### src/rtl/prog_loader.sv
// prog_loader: loads a tagged valid/ready word stream into instruction/data
// memories at auto-incremented addresses, then starts the core after the
// end-of-program marker and a programmable settle delay.
module prog_loader #(
  parameter int unsigned     XLEN        = 32,
  parameter int unsigned     IMEM_DEPTH  = 1024,
  parameter int unsigned     DMEM_DEPTH  = 1024,
  parameter logic [XLEN-1:0] END_MARKER  = XLEN'(32'hDEADBEAF),
  parameter int unsigned     START_DELAY = 2
) (
  input  logic                          iClk,
  input  logic                          iRst,
  input  logic                          iLoadReq,
  input  logic                          iReload,
  input  logic [XLEN-1:0]               iWord,
  input  logic                          iTarget,
  input  logic                          iValid,
  output logic                          oReady,
  output logic [$clog2(IMEM_DEPTH)-1:0] oInstAddr,
  output logic [XLEN-1:0]               oInst2Write,
  output logic                          oInstWen,
  output logic [$clog2(DMEM_DEPTH)-1:0] oDataAddr,
  output logic [XLEN-1:0]               oData2Write,
  output logic                          oDataWen,
  output logic                          oStart,
  output logic                          oBusy,
  output logic                          oOverflow,
  output logic [$clog2(IMEM_DEPTH):0]   oInstCount,
  output logic [$clog2(DMEM_DEPTH):0]   oDataCount
);

  localparam int unsigned IAW   = $clog2(IMEM_DEPTH);
  localparam int unsigned DAW   = $clog2(DMEM_DEPTH);
  localparam int unsigned DLY_W = (START_DELAY > 1) ? $clog2(START_DELAY + 1) : 1;

  typedef enum logic [2:0] {
    S_IDLE  = 3'd0,
    S_LOAD  = 3'd1,
    S_DELAY = 3'd2,
    S_RUN   = 3'd3,
    S_ERR   = 3'd4
  } state_t;

  state_t             state, state_next;
  logic [DLY_W-1:0]   dly_cnt;
  logic               wr_inst, wr_data, ovf_hit, session_start;
  logic               is_marker;

  assign is_marker = (iWord == END_MARKER);

  // State register
  always_ff @(posedge iClk or posedge iRst) begin
    if (iRst) state <= S_IDLE;
    else      state <= state_next;
  end

  // Next-state and per-cycle write/overflow decisions
  always_comb begin
    state_next    = state;
    wr_inst       = 1'b0;
    wr_data       = 1'b0;
    ovf_hit       = 1'b0;
    session_start = 1'b0;
    case (state)
      S_IDLE: begin
        if (iLoadReq) begin
          state_next    = S_LOAD;
          session_start = 1'b1;
        end
      end
      S_LOAD: begin
        if (iValid && oReady) begin
          if (is_marker) begin
            state_next = S_DELAY;
          end else if (!iTarget) begin
            if (oInstCount < (IAW+1)'(IMEM_DEPTH)) wr_inst = 1'b1;
            else begin
              ovf_hit    = 1'b1;
              state_next = S_ERR;
            end
          end else begin
            if (oDataCount < (DAW+1)'(DMEM_DEPTH)) wr_data = 1'b1;
            else begin
              ovf_hit    = 1'b1;
              state_next = S_ERR;
            end
          end
        end
      end
      S_DELAY: begin
        if (dly_cnt == DLY_W'(START_DELAY - 1)) state_next = S_RUN;
      end
      S_RUN: begin
        if (iReload) state_next = S_IDLE;
      end
      S_ERR: begin
        if (iReload) state_next = S_IDLE;
      end
      default: state_next = S_IDLE;
    endcase
  end

  // Settle-delay counter, restarts each time DELAY is entered
  always_ff @(posedge iClk or posedge iRst) begin
    if (iRst)                  dly_cnt <= '0;
    else if (state != S_DELAY) dly_cnt <= '0;
    else                       dly_cnt <= dly_cnt + DLY_W'(1);
  end

  // Status outputs registered from the next state
  always_ff @(posedge iClk or posedge iRst) begin
    if (iRst) begin
      oReady <= 1'b0;
      oBusy  <= 1'b0;
      oStart <= 1'b0;
    end else begin
      oReady <= (state_next == S_LOAD);
      oBusy  <= (state_next == S_LOAD) || (state_next == S_DELAY);
      oStart <= (state_next == S_RUN);
    end
  end

  // Memory write ports, session counts and sticky overflow
  always_ff @(posedge iClk or posedge iRst) begin
    if (iRst) begin
      oInstWen    <= 1'b0;
      oInstAddr   <= '0;
      oInst2Write <= '0;
      oDataWen    <= 1'b0;
      oDataAddr   <= '0;
      oData2Write <= '0;
      oInstCount  <= '0;
      oDataCount  <= '0;
      oOverflow   <= 1'b0;
    end else begin
      oInstWen <= wr_inst;
      oDataWen <= wr_data;
      if (wr_inst) begin
        oInstAddr   <= oInstCount[IAW-1:0];
        oInst2Write <= iWord;
        oInstCount  <= oInstCount + (IAW+1)'(1);
      end
      if (wr_data) begin
        oDataAddr   <= oDataCount[DAW-1:0];
        oData2Write <= iWord;
        oDataCount  <= oDataCount + (DAW+1)'(1);
      end
      if (session_start) begin
        oInstCount <= '0;
        oDataCount <= '0;
        oOverflow  <= 1'b0;
      end
      if (ovf_hit) oOverflow <= 1'b1;
    end
  end

endmodule

### config.mk
export PLATFORM = sky130hd
export DESIGN_NAME = prog_loader
export DESIGN_NICKNAME = d
export VERILOG_FILES = /design/src/rtl/prog_loader.sv
export SDC_FILE = /design/constraint.sdc
export NUM_CORES = 1
export LEC_CHECK = 0
export CAP_MARGIN = 20
export CORE_ASPECT_RATIO = 0.9
export CORE_MARGIN = 8
export CORE_UTILIZATION = 35
export CTS_CLUSTER_DIAMETER = 100
export DETAILED_ROUTE_END_ITERATION = 6
export PLACE_DENSITY = 0.65
export SYNTH_ARGS = -nofsm -noshare
export SYNTH_HDL_FRONTEND = slang
export SYNTH_SLANG_ARGS = --single-unit
### constraint.sdc
create_clock -name iClk -period 3.6 [get_ports iClk]
set_input_delay 0.72 -clock iClk [delete_from_list [all_inputs] [get_ports iClk]]
set_output_delay 0.72 -clock iClk [all_outputs]
set_load 0.05 [all_outputs]
* Word-level counts from Yosys, hierarchy flattened
Index checks and enable logic that the tools add are counted.
** Storage, ports and cells
- Logic and storage cells :: 70
- ROM bits :: 0
- Flip-flop bits (word level) :: 117
- Memories kept :: 0
- Memory bits (writable) :: 0
- Latch bits :: 0
** Cells by class
- Reductions and logical operators :: 7
- $lt $le $gt $ge :: 2
- Eq/ne operators :: 10
- Div/mod/pow operators :: 0
- Multiplexer cells :: 34
- Add/subtract/negate cells :: 3
- Multipliers :: 0
- Shift-type cells :: 0
- Bitwise logic cells :: 0
** Operators by type and width (count)
- $mux 11 :: 4
- $eq 32x32->1 const B :: 1
- $mux 3 :: 8
- $add 11x1->11 const B :: 2
- $lt 11x11->1 const B :: 2
- $mux 1 :: 20
- $eq 3x2->1 const B :: 4
- $pmux 3 s4 :: 1
- $eq 3x1->1 const B :: 2
- $reduce_bool 2->1 :: 3
- $eq 3x3->1 const B :: 1
- $logic_not 3->1 :: 1
- $ne 3x2->1 const B :: 1
- $add 2x1->2 const B :: 1
- $eq 2x1->1 const B :: 1
- $mux 2 :: 1
- $reduce_or 2->1 :: 1
- $logic_and 1x1->1 :: 1
- $logic_or 1x1->1 :: 1

* Longest topological paths before layout
- Word-level depth :: 8
- Mapped depth :: 7
- Gate-level depth less buffers :: 6

* Least setup slack after synthesis
OpenSTA, ideal clock, no wires.
- Path kind :: in2reg
- From :: input port iWord[17]
- To :: register oDataAddr[3]
- Library setup time :: 0.128 ns
- Stages on the path :: 5
- Arrival time :: 2.090 ns
- Path slack :: 1.382 ns
- Buffers on the path :: 1
- Path through :: nand4b_1 -> nor4_2 -> a21oi_2 -> buf_2 -> mux2_1
** Between the ends
- Longest elaborated chain between the ends :: 4
** RTL lines
- from (decl) :: line 15 : input logic [XLEN-1:0] iWord,
- $eq 32x32->1 :: line 49 : assign is_marker = (iWord == END_MARKER);
- $mux 1 :: line 73 : if (is_marker) begin
- $mux 1 :: line 72 : if (iValid && oReady) begin
- $mux 1 :: line 64 : case (state)
- to (signal assigned) :: line 144 : oDataAddr <= oDataCount[DAW-1:0];
- to (decl) :: line 22 : output logic [$clog2(DMEM_DEPTH)-1:0] oDataAddr,
Every way passes these cells.
A chain may end at the register's enable or synchronous reset.

* Final worst setup path
- From :: input port iWord[28]
- To :: register oData2Write[19]
** Between the ends
- Longest elaborated chain between the ends :: 4
** RTL lines
- $eq 32x32->1 :: line 49
- $mux 1 :: line 73
- $mux 1 :: line 72
- $mux 1 :: line 64
- to (signal assigned) :: line 145 : oData2Write <= iWord;
- to (decl) :: line 23 : output logic [XLEN-1:0] oData2Write,
Every way passes these cells.

==> impl_metrics.env <==
export IMPL_track_usage_pct=15.8
export IMPL_cts_clk_slew_worst_paths_ns=0.05
export IMPL_yosys_register_bits=117
export IMPL_clockRootBuffer="clkbuf_16"
export IMPL_cpLargestDelayFamily="buffers and inverters"
export IMPL_drive_above_1_share_pct=9.79
export IMPL_cts_resized=0
export IMPL_p_leak_nw=3.22
export IMPL_syn_inst=439
export IMPL_worstSetupStartpointType="primary input"
export IMPL_startpoint="iWord[28]"
export IMPL_io_pins=150
export IMPL_finalSetupViolations=0
export IMPL_worstPathArrival_ns=2.85
export IMPL_clock_path_buffers=2
export IMPL_grt_pass1_wl_um=22400
export IMPL_place_gp_congestion=0.781
export IMPL_timing_fmax_mhz=388
export IMPL_end_kind="flip-flop"
export IMPL_maxSlewHeadroom_pct=41.6
export IMPL_die_w_um=140
export IMPL_wirelength_um=13900
export IMPL_antenna_found_initial=0
export IMPL_rsz0062_at_grt="false"
export IMPL_drt_iter0_markers=262
export IMPL_synthArstFlopShare_pct=100
export IMPL_coreArea_um2=13400
export IMPL_min_from="dly_cnt[0]$_DFF_PP0_"
export IMPL_powerDensity_nw_per_um2=944
export IMPL_layout_nets=641
export IMPL_cp_required_ns=3.88
export IMPL_fin_crit_sh_pct=71.5
export IMPL_cts_tree="done"
export IMPL_cp_cell_sequence="clkdlybuf4s50_1 -> nand4b_1 -> nor4_2 -> a21oi_4 -> buf_4 -> mux2_1"
export IMPL_cts_max_level=4
export IMPL_die_area_um2=17900
export IMPL_final_common_cell="clkdlybuf4s50_1"
export IMPL_netlist_area_um2=4840
export IMPL_start_util_pct=36.1
export IMPL_rows=40
export IMPL_routedWlPerCell_um=17.8
export IMPL_drv_cap=0
export IMPL_final_cell_mix="clkdlybuf4s50_1 (149), nand2_1 (145), dfrtp_1 (117)"
export IMPL_critPathMaxFanout=45
export IMPL_clk_latency_ns=0.41
export IMPL_fin_total_pwr_mw=6.81
export IMPL_status="complete, no violations"
export IMPL_synth_main_ff_cell="dfrtp_1"
export IMPL_slew_viol_final=0
export IMPL_syn_avg_cell_area_um2=11.0
export IMPL_tightest_slew_ns=0.870
export IMPL_ys_warn_count=0
export IMPL_area_delta_synth_final_pct=49.2
export IMPL_grt_max_degree=46
export IMPL_hold_viol_final=0
export IMPL_r2r_start="state[2]$_DFF_PP0_"
export IMPL_crit_slowest_cell="nor4_2"
export IMPL_crit_type="primary input to flip-flop"
export IMPL_fp_dieH_um=128
export IMPL_min_path_type="flip-flop to flip-flop"
export IMPL_post_cts_buffers=0
export IMPL_portBuffers=149
export IMPL_drc=0
export IMPL_dp_hpwl_um=9960
export IMPL_irDropWorstVdd_v=0.000527
export IMPL_synth_edf_count=0
export IMPL_path_buf_inv=2
export IMPL_final_setup_tns_ns=0
export IMPL_yosysSeqAreaShare_pct=60.5
export IMPL_hold_buffers=0
export IMPL_grt_pass1_vias=4174
export IMPL_dr_total_vias=3859
export IMPL_ys_types=45
export IMPL_fin_crit_ns=2.57
export IMPL_holdWs_ns=0.433
export IMPL_drt_pass1_iterations=4
export IMPL_vias_per_cell=4.94
export IMPL_cts_made_buffers=17
export IMPL_clock_sinks=117
export IMPL_drt_antenna_violating_nets=0
export IMPL_globalRouteOverflowTotal=0
export IMPL_synth_nets=480
export IMPL_regToRegSetupSlack_ns=1.34
export IMPL_critPathMaxStageDelay_ns=0.59
export IMPL_finalClockSkew_ns=0.00661
export IMPL_antenna_cells=0
==> worst register-to-register path, stage by stage, from the launching register on <==
cell and delay [ns]:
dfrtp_1 0.44, nor3b_4 0.34, nand3_1 0.22, a211oi_1 0.73
a31oi_1 0.19, a41o_1 0.24
==> Yosys cell counts (all sizes together), types with 6 or more instances <==
master	instances	area share, %
nand2	145	11
dfrtp	117	60
mux2	42	9.8
nor2	23	1.8
buf	11	1.2
xnor2	11	2.0
nand3	9	0.93
inv	8	0.62
a2111oi	7	1.5
a21oi	7	0.80
o21ai	7	0.72
clkbuf	6	0.47
==> flip-flops by register name, indices dropped and copies added, names as in the netlist <==
signal / flops
state: 3
oDataWen: 1
dly_cnt: 2
oReady: 1
oBusy: 1
oInst2Write: 32
oOverflow: 1
oInstCount: 11
oDataAddr: 10
oData2Write: 32
oDataCount: 11
oStart: 1
oInstAddr: 10
oInstWen: 1
==> stage by stage <==
step                util, %  instance area, µm²  setup WS (ns)  std cells
global route           53.8                7220          0.851        781
CTS                    53.8                7220           1.01        781
detailed placement     48.9                6570          0.579        749
global placement       48.9                6570          0.645        749
floorplan                 -                4840           1.38        439
finish                 53.8                7220           1.03        781
==> layout make-up <==
class / count / area (µm²)
Clock buffer: 24 / 512
Tap cell: 168 / 210
Clock inverter: 8 / 143
Sequential cell: 117 / 2930
Inverter: 8 / 33.8
Timing Repair Buffer: 159 / 1580
Fill cell: 1178 / 6190
Multi-Input combinational cell: 297 / 1810
==> kinds of logic after synthesis <==
logic type	share of synthesized area [%]
adders and majority gates	0.776
buffers and inverters	2.28
xor gates and xnor gates	1.99
DFF	60.5
muxes	10.4
AOI/OAI and AO/OA	5.84
and+or+nand+nor	18.2
==> where the power goes <==
part / switching [mW] / internal [mW] / total [mW]
registers: 0.286 / 1.72 / 2.01
clock network: 0.569 / 1.27 / 1.83
logic: 2.02 / 0.949 / 2.97
==> path summary, 6_finish.rpt <==
kind                                               end  cells after the start
max                        oData2Write[19]$_DFFE_PP0P_                      6
min                               dly_cnt[0]$_DFF_PP0_                      1
max reg2reg                  oDataCount[8]$_DFFE_PP0P_                      5
min reg2reg                       dly_cnt[0]$_DFF_PP0_                      1
max in group asynchronous    oDataCount[2]$_DFFE_PP0P_                      3
min in group asynchronous   oInst2Write[8]$_DFFE_PP0P_                      2
==> routing by layer <==
| layer | global-route usage (%) | wire [µm] | share of wire (%) |
|---|---|---|---|
| met3 | 6.55 | 1090 | 7.8 |
| met2 | 24.8 | 6430 | 46 |
| met4 | 5.74 | 160 | 1.2 |
| met1 | 19.3 | 6190 | 45 |
| met5 | 0 | 0 | 0 |
Note: power is estimated with default switching activity, not from simulation.
